`config.mk`:
```
export PLATFORM = sky130hd
export DESIGN_NAME = sim_exit_controller
export DESIGN_NICKNAME = d
export VERILOG_FILES = /design/src/rtl/sim_exit_controller_pkg.sv /design/src/rtl/sim_exit_controller_prio_enc.sv /design/src/rtl/sim_exit_controller.sv
export SDC_FILE = /design/constraint.sdc
export NUM_CORES = 1
export LEC_CHECK = 0
export CORE_MARGIN = 2
export CORE_UTILIZATION = 40
export CTS_CLUSTER_DIAMETER = 200
export DETAILED_ROUTE_END_ITERATION = 16
export HOLD_SLACK_MARGIN = 0.03
export SYNTH_ARGS = -nofsm -noshare
export SYNTH_HDL_FRONTEND = slang
export SYNTH_SLANG_ARGS = --single-unit
```
`constraint.sdc`:
```
create_clock -name clk -period 3.9 [get_ports clk]
set_clock_uncertainty 0.15 [all_clocks]
set_input_delay 0.78 -clock clk [delete_from_list [all_inputs] [get_ports clk]]
set_output_delay 0.78 -clock clk [all_outputs]
set_load 0.1 [all_outputs]
```
`src/rtl/sim_exit_controller_pkg.sv`:
```
// Shared types and exit codes for the simulation exit controller.
package sim_exit_pkg;

    typedef enum logic [1:0] {
        HOLD,
        RUN,
        DRAIN,
        DONE
    } state_e;

    typedef enum logic [2:0] {
        VK_NONE,
        VK_PASS,
        VK_FAIL,
        VK_TIMEOUT,
        VK_HANG
    } verdict_e;

    localparam logic [7:0] EXIT_PASS      = 8'h00;
    localparam logic [7:0] EXIT_FAIL_ANON = 8'h01;
    localparam logic [7:0] EXIT_HANG      = 8'h7E;
    localparam logic [7:0] EXIT_TIMEOUT   = 8'h7F;

    // Index width for n sources; a single source still needs one bit.
    function automatic int unsigned idx_w(input int unsigned n);
        return (n > 1) ? $clog2(n) : 1;
    endfunction

endpackage

```
`src/rtl/sim_exit_controller_prio_enc.sv`:
```
// Lowest-index-wins priority encoder returning a valid flag and the winning index.
module sim_exit_prio_enc #(
    parameter int unsigned N     = 4,
    parameter int unsigned IDX_W = 2
) (
    input  logic [N-1:0]     req,
    output logic             valid,
    output logic [IDX_W-1:0] idx
);

    always_comb begin
        valid = 1'b0;
        idx   = '0;
        for (int unsigned i = 0; i < N; i++) begin
            if (req[i] && !valid) begin
                valid = 1'b1;
                idx   = IDX_W'(i);
            end
        end
    end

endmodule

```
`src/rtl/sim_exit_controller.sv`:
```
// Reset/run/exit sequencer producing a single pass/fail/timeout verdict for a simulated SoC.
// Optional heartbeat hang detection is enabled by defining SIM_EXIT_HEARTBEAT_EN.
module sim_exit_controller
    import sim_exit_pkg::*;
#(
    parameter int unsigned N_SRC        = 4,
    parameter int unsigned CYCLE_W      = 64,
    parameter int unsigned RESET_HOLD   = 16,
    parameter int unsigned DRAIN_CYCLES = 8,
    parameter int unsigned CODE_W       = 8
`ifdef SIM_EXIT_HEARTBEAT_EN
    ,
    parameter int unsigned HB_LIMIT     = 4096
`endif
) (
    input  logic                          clk,
    input  logic                          reset,
    input  logic [CYCLE_W-1:0]            max_cycles,
    input  logic [N_SRC-1:0]              src_success,
    input  logic [N_SRC-1:0]              src_fail,
    input  logic [N_SRC*CODE_W-1:0]       src_fail_code,
`ifdef SIM_EXIT_HEARTBEAT_EN
    input  logic [N_SRC-1:0]              src_heartbeat,
`endif
    output logic                          core_reset,
    output logic                          running,
    output logic                          done,
    output logic                          pass,
    output logic [CODE_W-1:0]             exit_code,
    output logic [idx_w(N_SRC)-1:0]       fail_src,
    output logic [CYCLE_W-1:0]            cycle_count
);

    localparam int unsigned IDX_W = idx_w(N_SRC);

    state_e               state_q, state_d;
    logic [31:0]          hold_q, hold_d;
    logic [31:0]          drain_q, drain_d;
    logic [CYCLE_W-1:0]   lim_q, lim_d;
    logic [CYCLE_W-1:0]   cnt_q, cnt_d;
    logic [N_SRC-1:0]     succ_seen_q, succ_seen_d;
    logic                 done_q, done_d;
    logic                 pass_q, pass_d;
    logic [CODE_W-1:0]    code_q, code_d;
    logic [IDX_W-1:0]     fsrc_q, fsrc_d;

    logic                 fail_vld;
    logic [IDX_W-1:0]     fail_idx;
    logic [CODE_W-1:0]    fail_code;
    logic                 hang;
    verdict_e             kind;

    sim_exit_prio_enc #(
        .N     (N_SRC),
        .IDX_W (IDX_W)
    ) u_fail_enc (
        .req   (src_fail),
        .valid (fail_vld),
        .idx   (fail_idx)
    );

    always_comb begin
        fail_code = '0;
        for (int unsigned i = 0; i < N_SRC; i++) begin
            if (IDX_W'(i) == fail_idx) begin
                fail_code = src_fail_code[i*CODE_W +: CODE_W];
            end
        end
    end

`ifdef SIM_EXIT_HEARTBEAT_EN
    logic [31:0] hb_q, hb_d, hb_next;

    always_comb begin
        hb_next = (|src_heartbeat) ? '0 : hb_q + 32'd1;
        hb_d    = (state_q == RUN) ? hb_next : hb_q;
        hang    = (state_q == RUN) && (hb_next == HB_LIMIT);
    end

    always_ff @(posedge clk) begin
        if (reset) hb_q <= '0;
        else       hb_q <= hb_d;
    end
`else
    assign hang = 1'b0;
`endif

    always_comb begin
        state_d     = state_q;
        hold_d      = hold_q;
        drain_d     = drain_q;
        lim_d       = lim_q;
        cnt_d       = cnt_q;
        succ_seen_d = succ_seen_q;
        pass_d      = pass_q;
        code_d      = code_q;
        fsrc_d      = fsrc_q;
        kind        = VK_NONE;
        // done is registered off the DONE state, adding the one-cycle verdict latch to the drain time.
        done_d      = (state_q == DONE);

        unique case (state_q)
            HOLD: begin
                if (hold_q == RESET_HOLD - 1) begin
                    lim_d   = max_cycles;
                    state_d = RUN;
                end else begin
                    hold_d = hold_q + 32'd1;
                end
            end
            RUN: begin
                cnt_d       = cnt_q + CYCLE_W'(1);
                succ_seen_d = succ_seen_q | src_success;
                if (fail_vld) begin
                    kind = VK_FAIL;
                end else if (hang) begin
                    kind = VK_HANG;
                end else if ((lim_q != '0) && (cnt_q == lim_q - CYCLE_W'(1))) begin
                    kind = VK_TIMEOUT;
                end else if ((succ_seen_q | src_success) == '1) begin
                    kind = VK_PASS;
                end

                if (kind != VK_NONE) begin
                    state_d = (DRAIN_CYCLES == 0) ? DONE : DRAIN;
                    drain_d = '0;
                    pass_d  = (kind == VK_PASS);
                    unique case (kind)
                        VK_FAIL: begin
                            code_d = (fail_code == '0) ? CODE_W'(EXIT_FAIL_ANON) : fail_code;
                            fsrc_d = fail_idx;
                        end
                        VK_HANG:    code_d = CODE_W'(EXIT_HANG);
                        VK_TIMEOUT: code_d = CODE_W'(EXIT_TIMEOUT);
                        default:    code_d = CODE_W'(EXIT_PASS);
                    endcase
                end
            end
            DRAIN: begin
                if (drain_q == DRAIN_CYCLES - 1) begin
                    state_d = DONE;
                end else begin
                    drain_d = drain_q + 32'd1;
                end
            end
            DONE: begin
            end
        endcase
    end

    always_ff @(posedge clk) begin
        if (reset) begin
            state_q     <= HOLD;
            hold_q      <= '0;
            drain_q     <= '0;
            lim_q       <= '0;
            cnt_q       <= '0;
            succ_seen_q <= '0;
            done_q      <= 1'b0;
            pass_q      <= 1'b0;
            code_q      <= '0;
            fsrc_q      <= '0;
        end else begin
            state_q     <= state_d;
            hold_q      <= hold_d;
            drain_q     <= drain_d;
            lim_q       <= lim_d;
            cnt_q       <= cnt_d;
            succ_seen_q <= succ_seen_d;
            done_q      <= done_d;
            pass_q      <= pass_d;
            code_q      <= code_d;
            fsrc_q      <= fsrc_d;
        end
    end

    assign core_reset  = (state_q == HOLD) || (state_q == DONE);
    assign running     = (state_q == RUN);
    assign done        = done_q;
    assign pass        = pass_q;
    assign exit_code   = code_q;
    assign fail_src    = fsrc_q;
    assign cycle_count = cnt_q;

endmodule
```
## Yosys cells after proc, flatten, opt, wreduce, memory -nomap -nowiden

Index checks and enable logic that the tools add are counted.

| operators by class | value |
|---|---|
| $mul | 0 |
| equality and inequality tests | 18 |
| muxes and demuxes | 24 |
| divide/modulo/power cells | 0 |
| magnitude comparators | 0 |
| reductions and logical operators | 21 |
| add/subtract/negate cells | 4 |
| bitwise operators | 2 |
| shift-type cells | 0 |

Operators with widths:

| operator | count |
|---|---|
| adder 32 x 1 -> 32 bit (second input constant) | 2 |
| adder 64 x 1 -> 64 bit (second input constant) | 1 |
| equality test 64 bit | 1 |
| 2-to-1 mux 32 bit | 2 |
| case mux 32 bit (2 select lines) | 1 |
| nonzero test 64 bit | 1 |
| subtractor 64 x 1 -> 64 bit (second input constant) | 1 |
| 2-to-1 mux 8 bit | 5 |
| equality test 32 x 3 -> 1 bit (second input constant) | 1 |
| equality test 32 x 4 -> 1 bit (second input constant) | 1 |
| case mux 8 bit (3 select lines) | 1 |
| 2-to-1 mux 2 bit | 7 |
| zero test 8 bit | 1 |
| equality test 3 x 2 -> 1 bit (second input constant) | 2 |
| 2-to-1 mux 1 bit | 6 |
| != test 2 bit (second input constant) | 3 |
| case mux 2 bit (3 select lines) | 1 |
| AND reduction 2 bit | 3 |
| AND reduction 3 bit | 2 |
| nonzero test 3 bit | 2 |
| equality test 2 bit (first input constant) | 2 |
| equality test 2 bit (second input constant) | 2 |
| equality test 4 bit (second input constant) | 1 |
| logical AND 1 bit | 4 |
| 13 further kinds | 16 |

| word-level totals | value |
|---|---|
| memory bits (writable) | 0 |
| bits in registers | 210 |
| input bits | 106 |
| memory bits (read-only) | 0 |
| latch bits | 0 |
| output and inout bits | 78 |
| logic and storage cells | 79 |
| memories kept | 0 |

## Logic depth before layout (Yosys ltp)

Gate-level depths: netlist of run 1.

| depth | value |
|---|---|
| depth in word-level cells | 18 |
| depth in mapped cells | 15 |
| depth with buffers taken out | 12 |

## Modules after synthesis

Synthesis of run 1 repeated with hierarchy kept, for this count alone.

| unflattened totals | value |
|---|---|
| cells, all modules | 1384 |
| area total of the unflattened synthesis | 11657.4 sq um |

By module, submodules not included:

| module | sequential area each (sq um) | area an instance (sq um) | cells each | instances |
|---|---|---|---|---|
| sim_exit_controller | 4204.0 | 11622.4 | 1377 | 1 |
| sim_exit_prio_enc | 0.0 | 35.0 | 7 | 1 |

## Least setup slack after synthesis of run 1

No wires, ideal clock.

| timing | value |
|---|---|
| kind | reg2reg |
| start | reg state_q[1] |
| end | reg cnt_q[63] (netlist: cycle_count[63]) |
| path slack | -154 ps |
| data arrival time | 3833 ps |
| data required time | 3680 ps |
| clock period less this slack | 4054 ps |
| cell stages (with the launch flop) | 13 |
| buffers on the path | 1 |
| library setup time | 70 ps |
| cells stage by stage | dfxtp_1 > inv_1 > ha_1 > nand4_1 > or2_2 > nor4_1 > and2_1 > clkbuf_1 > and3_1 > nand4_1 > nand2b_1 > or3_1 > a21oi_1 |

| on the way | value |
|---|---|
| longest elaborated chain between the ends | 1 |

Ends and longest elaborated chain:

| item | line | RTL |
|---|---|---|
| start: declaration | sim_exit_controller.sv:36 | `state_e state_q, state_d;` |
| start signal: assignment | sim_exit_controller.sv:164 | `state_q <= state_d;` |
| equality test 2 x 1 -> 1 bit | - |  |
| named net running | sim_exit_controller.sv:26 | `output logic running,` |
| end signal: assignment | sim_exit_controller.sv:168 | `cnt_q <= cnt_d;` |
| end: declaration | sim_exit_controller.sv:40 | `logic [CYCLE_W-1:0] cnt_q, cnt_d;` |

The timed path passes the listed nets, and every way through them passes these cells.
A chain may end at the register's enable or synchronous reset.

## Final worst setup path of run 1

| timing | value |
|---|---|
| start | reg lim_q[44] |
| end | reg drain_q[18] |

| on the way | value |
|---|---|
| longest elaborated chain between the ends | 9 |
| elaborated cells between the ends (all ways) | 10 |
| classes of those cells | 1 x add/sub; 2 x eq/ne; 3 x mux; 4 x reduce/logical |

Ends and longest elaborated chain:

| item | line | RTL |
|---|---|---|
| start: declaration | sim_exit_controller.sv:39 | `logic [CYCLE_W-1:0] lim_q, lim_d;` |
| start signal: assignment | sim_exit_controller.sv:167 | `lim_q <= lim_d;` |
| subtractor 64 x 1 -> 64 bit | sim_exit_controller.sv:118 | `end else if ((lim_q != '0) && (cnt_q == lim_q - CYCLE_W'(1))) begin` |
| equality test 64 bit | sim_exit_controller.sv:118 |  |
| logical AND 1 bit (*) | sim_exit_controller.sv:118 |  |
| 2-to-1 mux 2 bit (*) | sim_exit_controller.sv:118 |  |
| 2-to-1 mux 2 bit (*) | sim_exit_controller.sv:114 | `if (fail_vld) begin` |
| 2-to-1 mux 3 bit (*) | sim_exit_controller.sv:102 | `unique case (state_q)` |
| nonzero test 3 bit (*) | sim_exit_controller.sv:124 | `if (kind != VK_NONE) begin` |
| != test 2 x 1 -> 1 bit (no source line) (*) | - |  |
| AND reduction 3 bit (no source line) (*) | - |  |
| end signal: assignment | sim_exit_controller.sv:166 | `drain_q <= drain_d;` |
| end: declaration | sim_exit_controller.sv:38 | `logic [31:0] drain_q, drain_d;` |

Mark *: on every way between the ends. The rest lies on a longest branch, timed or not. The select of a mux whose other input is x is not followed.

==> results of run 1 <==
[worst paths after layout]
kind,slack (ns),cells past startpoint,to
worst max register to register,0.11,12,drain_q[18]
worst max-delay path,0.11,12,drain_q[18]
worst min-delay path,0.32,2,exit_code[6]
worst min register to register,0.32,2,exit_code[6]
[area by class of cell]
type | instances | share of cell area [%]
antenna | 1 | 0.0158
clock buffer | 36 | 4.46
clock inverter | 2 | 0.0632
inverter | 29 | 0.687
multi-input combinational | 1109 | 46.9
sequential | 210 | 26.6
tap | 384 | 3.03
timing repair buffer | 312 | 18.3
[tightest hold or removal path, delay by kind of cell (launching register included)]
kind             cells  cell delay (ns)
AO/OA/AOI/OAI        1             0.06
flip-flops           1             0.31
AND/OR/NAND/NOR      1             0.05
[metal layers]
metal | vias to the layer above | part of all wire, % | wire length [um]
met2 | 309 | 45 | 16000
met1 | 5421 | 47 | 16900
met3 | 52 | 5.5 | 1960
met4 | 0 | 2.8 | 998
met5 | - | 0 | 0
li1 | 5657 | - | -
[cells by family after synthesis]
kind of cell,after synthesis,synth area share (%)
AOI/OAI and AO/OA,202,11.3
xor gates and xnor gates,165,12.4
muxes,74,6.37
buffers and inverters,94,3.32
adders and majority gates,10,1.07
and+or+nand+nor,658,29.4
DFF,210,36.1
[flip-flops by register name, summed over array words and instances, names as in the netlist]
register and cells:
lim_q 64, done 1, succ_seen_q 4, hold_q 32
state_q 2, exit_code 8, fail_src 2, pass 1
cycle_count 64, drain_q 32
[power breakdown]
| group | switching (W) | leakage, nW | internal (W) |
|---|---|---|---|
| combinational | 0.000547 | 3.95 | 0.000303 |
| clock | 0.000889 | 0.353 | 0.00123 |
| sequential | 0.0000365 | 1.69 | 0.00220 |
| total | 0.00147 | 6.00 | 0.00373 |
[what timing repair did]
| action | 4_1_cts | 5_1_grt |
|---|---|---|
| endpoints found under the setup margin | 31 | 40 |
| pin swaps | 4 | 23 |
| gates resized for setup | 9 | 63 |
| gates cloned | 0 | 1 |
| endpoints found under the hold margin | 0 | 0 |
| buffers inserted | 2 | 7 |
[stage by stage]
| step | instance area (sq um) | TNS, ns |
|---|---|---|
| 3_5_place_dp | 14700 | -1.63 |
| 5_1_grt | 15800 | -1.22 |
| 4_1_cts | 15400 | 0 |
| 6_report | 15800 | 0 |
| 2_1_floorplan | 11700 | 0 |
| 3_3_place_gp | 14700 | -0.503 |
[cell usage in the layout (no fill, tap or decap), types with 36 or more instances in the layout]
cell / count
sky130_fd_sc_hd__a21oi_1: 55
sky130_fd_sc_hd__nand3_1: 61
sky130_fd_sc_hd__dfxtp_1: 206
sky130_fd_sc_hd__clkdlybuf4s50_1: 180
sky130_fd_sc_hd__xnor2_1: 75
sky130_fd_sc_hd__xor2_1: 90
sky130_fd_sc_hd__mux2i_1: 73
sky130_fd_sc_hd__buf_4: 122
sky130_fd_sc_hd__nand4_1: 41
sky130_fd_sc_hd__nand2_1: 95
sky130_fd_sc_hd__nor2_1: 194
sky130_fd_sc_hd__nor3_1: 40
sky130_fd_sc_hd__and3_1: 36
==> reports/results.txt, run 1 <==
The run finished with clean final reports. Most frequent cell after synthesis: sky130_fd_sc_hd__dfxtp_1. The vertical die dimension came out at 175 um. The startpoint identified for the worst hold timing path is exit_code[6]. During I/O placement, the number of pins put on the boundary was 184.

The startpoint identified for the worst register-to-register timing path is lim_q[44]. The cell that appears most often on the critical path is sky130_fd_sc_hd__or4_4. The final setup violation count is 0. The area taken by flip-flops and latches was 0.00421 sq mm. The pin slew with the least headroom to its limit is 1.05 ns. The remaining routing DRC violations was 0; the number of nets in the finished design was 1802. From synthesis to final layout, the design area changed by 35.9%. The minimum setup slack in the final design was 0.105 ns; the worst setup slack after placement was -0.0866 ns. The synthesized area divided by synthesized cell count is 8.25 sq um.

After synthesis, the cell types taking the most area are sky130_fd_sc_hd__dfxtp_1 (36%), sky130_fd_sc_hd__xor2_1 (6.8%), sky130_fd_sc_hd__nor2_1 (6.3%). Proportion of synthesized chip area in sequential cells: 36.1%. The half-perimeter wire length after detailed placement was 26400 um; the power per standard cell area was 329 mW/mm^2. Number of I/O port buffers: 183. The kind of cell with the highest combined delay along the critical path is simple AND/OR/NAND/NOR gates. The count of nets left with antenna violations after detail routing was 0. The via density per instance came out at 5.49. The run gives 0.320 ns as the minimum hold slack. Detailed routing inserted a total of 11400 vias. TritonCTS built the clock tree. The tools report the H-tree depth as 1. The filler cells instantiated in the layout total 2686. The worst setup path is captured at a flop. For this design, the slowest cell found on the critical path is sky130_fd_sc_hd__or4_4. After floorplanning, the core was divided into 62 placement rows.

The worst setup path is of the reg2reg kind. The run gives 0.0117 sq mm as the cell area after technology mapping. Type of origin of the critical path: a flop. For this run, the slowest stage of the critical path takes 0.54 ns. For the number of buffers inserted for hold repair after clock tree synthesis, the log shows 0. At the worst endpoint, the arrival time is 4.10 ns. The buffering stage count on the worst path with inverters included is 2, and the via count of the first global-routing pass is 10700.

In the final routed layout, each cell accounts on average for 17.2 um. The TritonCTS buffer count was 24. The length of the first detailed-routing pass in iterations was 8. The detailed router finished its first iteration with 819 violations.

For the achievable clock frequency, the log shows 0.264 GHz. The multi-input combinational cells in the finished layout cover a total of 0.00742 sq mm. IR analysis of the VDD net gives a maximum drop of 0.272 mV.

The first global-routing pass estimated 56600 um of wire. The tool flagged a number of max-cap violations equal to 0. The total of flip-flops plus latches after synthesis was 210. The total count of max-transition violations in the final report was 0. The die is 175 um wide. The peak fanout along the critical path works out to 19.

The number of nets produced by synthesis came out at 1529. The largest net degree at the start of global routing is 69, and the data required time at the worst endpoint is 4.20 ns. The utilization of the core after routing was 55.2%.

The critical path goes through or4_4, or4_4, nor2_4, buf_6, nor2_1, nor4_2, nand4_1, or3b_4, o21a_4, buf_12, or4_1, a21oi_1. Including well taps, the total number of placed cells is 2034. For the maximum clock path buffer count, the log shows 3. After global routing the overflow that remains totals 0. The initial antenna violation count was 1.

Clock-pin slew was measured on the worst setup and hold paths at 0.06 ns. Yosys printed 0 warnings. Headroom to the max-slew limit came out at 30.0%. In this run the worst hold path is classified as reg2reg. Global routing used 22.5% of the available tracks across all layers. The total wirelength of the detailed-routed design is 35900 um.

The most used flip-flop cell after synthesis is sky130_fd_sc_hd__dfxtp_1. Cells with a size suffix above 1 make up 14.5% of the layout. The number of sinks on the clock net was 210. The clock latency on the worst-skew pair was 0.52 ns; the core box area was 0.0287 sq mm.

The completed layout was analyzed and its total power is 0.00520 W. The number of different library cells used by synthesis comes to 74. CTS placed an instance of sky130_fd_sc_hd__clkbuf_16 at the clock tree root. The run gives 2083 as the count of placed standard cells in the final layout, fillers left out.

Yosys mapped a number of flops with a built-in enable equal to 0. Most area-hungry cell type in the Yosys netlist: sky130_fd_sc_hd__dfxtp_1. The die covers 0.0305 sq mm. Counting every instance in the synthesized netlist gives 1413.

Once the floorplan was initialized, standard cells occupied 40.6% of the core. The ratio of final minimum period to clock period was 97.3%; the post-synthesis async set-or-reset flop share was 0%. met2 is the most crowded layer.

Setup repair after global routing could not meet its margin everywhere. For the static power due to leakage, the log shows 6.00 nW. Tracing the worst setup path back leads to its startpoint at lim_q[44].

The shortest period the worst path allows is 3.79 ns. In the global route stage, met1 resource usage came out at 31.8%. Routability-driven placement finished with a final weighted congestion of 0.950.

For met2 alone, demand over resource in global routing was 35.7%. Global routing consumed, on the met3 layer, 3.50% of the routing resources. By count the netlist is led by sky130_fd_sc_hd__dfxtp_1 (210), sky130_fd_sc_hd__nor2_1 (196), sky130_fd_sc_hd__nand2_1 (96).

The top cell type by area accounts for 36.1% of the synthesized area. The number of endpoints with negative hold slack in the final report came out at 0.
No activity file was read; power rests on OpenSTA's default activity.
==> inputs of run 2 (changes only) <==
==> constraint.sdc (replaced) <==
create_clock -name clk -period 3.9 [get_ports clk]
set_clock_uncertainty 0.15 [all_clocks]
set_input_delay 1.17 -clock clk [delete_from_list [all_inputs] [get_ports clk]]
set_output_delay 1.17 -clock clk [all_outputs]
set_load 0.1 [all_outputs]
==> run 2 against run 1 <==
Compared with the run above:
- largest power group is now clock
- sequential power is essentially flat
- sequential cell count did not move
- core utilization about the same
- non-clock buffer count is 6 higher
- total power up 3.7%
- die area is the same
- critical endpoint is now drain_q[5]
- clock power up 9.9%
==> reports/results.txt, run 2 (synthesis results as in run 1) <==
The run finished with clean final reports. The tools report the count of nets left with antenna violations after detail routing as 0 (unchanged). The run gives 0 (unchanged) as the total global routing overflow. The number of buffers inserted for hold repair after clock tree synthesis was 0 (unchanged); the area added between synthesis and finish was 35.9% (about the same). The power per standard cell area was 341 mW/mm^2 (was 329 mW/mm^2). Total negative slack for setup checks: 0 ns (unchanged).

The tools report the weighted congestion reported at the end of routability-driven placement as 0.906 (was 0.950). The maximum clock path buffer count was 3 (unchanged). The total count of max-transition violations in the final report is 0 (unchanged), and the clock slew seen by the registers of the worst setup and hold paths is 0.06 ns (about the same). The initial antenna violation count was 1 (unchanged); the core box area was 0.0287 sq mm (unchanged).

The via count of the first global-routing pass was 10800 (was 10700); the pin slew with the least headroom to its limit was 0.754 ns (was 1.05 ns). For the max-capacitance violation count, the log shows 0 (unchanged). The run gives 49.1% (was 30.0%) as the worst-case headroom to the max-slew limit. The first-iteration detailed-routing DRC count is 751 (was 819), and the half-perimeter wire length after detailed placement is 26300 um (was 26400 um). The static power due to leakage was 6.28 nW (was 6.00 nW); the clock latency on the worst-skew pair was 0.53 ns (was 0.52 ns).

Setup repair after global routing could not meet its margin everywhere. The share of final-layout standard cells stronger than drive strength 1 was 20.4% (was 14.5%). The logs give 0.0305 sq mm (unchanged) for the die area and 105 (was 69) for the largest net degree at the start of global routing.

The run gives 4.17 ns (was 4.10 ns) as the arrival time reported for the critical path endpoint. The run gives 24 (unchanged) as the TritonCTS buffer count. The type of the worst min-delay path was reg2reg (unchanged). The total wirelength of the detailed-routed design was 36400 um (was 35900 um). The via density per instance is 5.49 (about the same), and the wire length of the first global-routing pass is 57500 um (was 56600 um).

The I/O pin total came out at 184 (unchanged). Count of placed standard cells in the final layout, fillers left out: 2093 (was 2083). The number of endpoints with negative hold slack in the final report is 0 (unchanged), and the remaining routing DRC violations is 0 (unchanged). The number of placed instances with taps included was 2033 (was 2034).

The shortest period the worst path allows works out to 3.86 ns (was 3.79 ns). The ratio of final minimum period to clock period came out at 99.0% (was 97.3%). The path type of the worst setup path is reg2reg (unchanged). Die span in x: 175 um (unchanged). The tools report the overall fraction of global-route tracks in use as 22.7% (was 22.5%). Number of sinks on the clock net: 210 (unchanged).

The type of origin of the critical path was a flop (unchanged). Minimum hold slack: 0.322 ns (was 0.320 ns). TritonCTS built the clock tree. Commonest non-fill, non-tap cells in the layout: sky130_fd_sc_hd__dfxtp_1 (206), sky130_fd_sc_hd__buf_4 (204), sky130_fd_sc_hd__nor2_1 (194) (was sky130_fd_sc_hd__dfxtp_1 (206), sky130_fd_sc_hd__nor2_1 (194), sky130_fd_sc_hd__clkdlybuf4s50_1 (180)). For the final setup violation count, the log shows 0 (unchanged).

The run gives 0.04 ns (was 0.11 ns) as the minimum setup slack among reg-to-reg paths. The length of the first detailed-routing pass in iterations came out at 5 (was 8). The peak fanout along the critical path is 8 (was 19). The achievable clock frequency is 0.259 GHz (was 0.264 GHz), and the maximum vdd drop is 0.252 mV (was 0.272 mV). The H-tree depth came out at 1 (unchanged). The data required time at the worst endpoint was 4.21 ns (was 4.20 ns). The tools report the number of standard-cell rows in the floorplan as 62 (unchanged).

The number of nets in the finished design was 1808 (was 1802); the detailed-route wire length per cell was 17.4 um (was 17.2 um). The number of I/O port buffers was 183 (unchanged). The most common cell after layout, fill and taps aside is sky130_fd_sc_hd__dfxtp_1 (unchanged). The logs give 55.2% (about the same) for the utilization of the core after routing and 11500 (was 11400) for the total number of vias. Critical path endpoint category: a flop (unchanged). The vertical die dimension was 175 um (unchanged).

The cell chosen for the clock root is sky130_fd_sc_hd__clkbuf_16 (unchanged). The tools report the starting density of the core as 40.6% (unchanged).
-- run 2: cell count changes in the layout (fill, tap and decap cells not counted), sizes merged --
cell,previous run,this run
buf,131,211
bufinv,0,2
clkbuf,37,38
clkdlybuf4s50,180,104
clkinv,3,6
-- run 2: path summary, 6_finish.rpt --
path | start | to | cells past startpoint
worst min register to register | exit_code[4] | exit_code[4] | 2
worst max-delay path | lim_q[1] | drain_q[5] | 13
worst max register to register | lim_q[1] | drain_q[5] | 13
worst min-delay path | exit_code[4] | exit_code[4] | 2
-- run 2: power breakdown --
part | internal (W) | switching [W]
Combinational | 0.000287 | 0.000549
Clock | 0.00141 | 0.000920
Sequential | 0.00219 | 0.0000373
-- run 2: final cells by class --
cell class | count | area, sq um
Fill cell | 2697 | 12900
Multi-Input combinational cell | 1109 | 7450
Sequential cell | 210 | 4210
Timing Repair Buffer | 318 | 2770
Clock buffer | 35 | 722
Tap cell | 384 | 480
Inverter | 29 | 109
Clock inverter | 7 | 96.3
Antenna cell | 1 | 2.50
-- run 2: per-stage QoR --
stage          setup slack (ns)  power [W]  cell area [sq um]
2_1_floorplan           0.00321    0.00279              11700
3_3_place_gp            -0.0518    0.00310              14500
3_5_place_dp             -0.165    0.00310              14500
4_1_cts                0.000774    0.00544              15400
5_1_grt                  -0.118    0.00559              15800
6_report                 0.0407    0.00540              15800
-- run 2: timing repair --
item,in CTS,in global routing
gates resized for setup,11,70
pin swaps,5,50
endpoints found under the setup margin,32,44
gates cloned,0,4
buffers inserted,2,11
hold endpoints to repair,0,0
-- run 2: per-layer routing --
layer | track usage [%] | share of wire, % | vias to the layer above
met5 | 0 | 0 | -
met4 | 5.83 | 2.4 | 0
met3 | 3.13 | 5.4 | 56
met2 | 36.0 | 45 | 303
met1 | 32.5 | 47 | 5461
li1 | - | - | 5667
-- run 2: worst max-delay path: stages, from the launching register on --
cell and delay (ns):
sky130_fd_sc_hd__dfxtp_4 0.36, sky130_fd_sc_hd__inv_2 0.07, sky130_fd_sc_hd__ha_4 0.13, sky130_fd_sc_hd__nor3b_4 0.22
sky130_fd_sc_hd__nand4_2 0.17, sky130_fd_sc_hd__or3_4 0.44, sky130_fd_sc_hd__o31a_1 0.24, sky130_fd_sc_hd__or4_4 0.43
sky130_fd_sc_hd__nor4_4 0.31, sky130_fd_sc_hd__nand4_1 0.16, sky130_fd_sc_hd__o21a_4 0.30, sky130_fd_sc_hd__buf_12 0.15
sky130_fd_sc_hd__or4_1 0.47, sky130_fd_sc_hd__a21oi_1 0.17
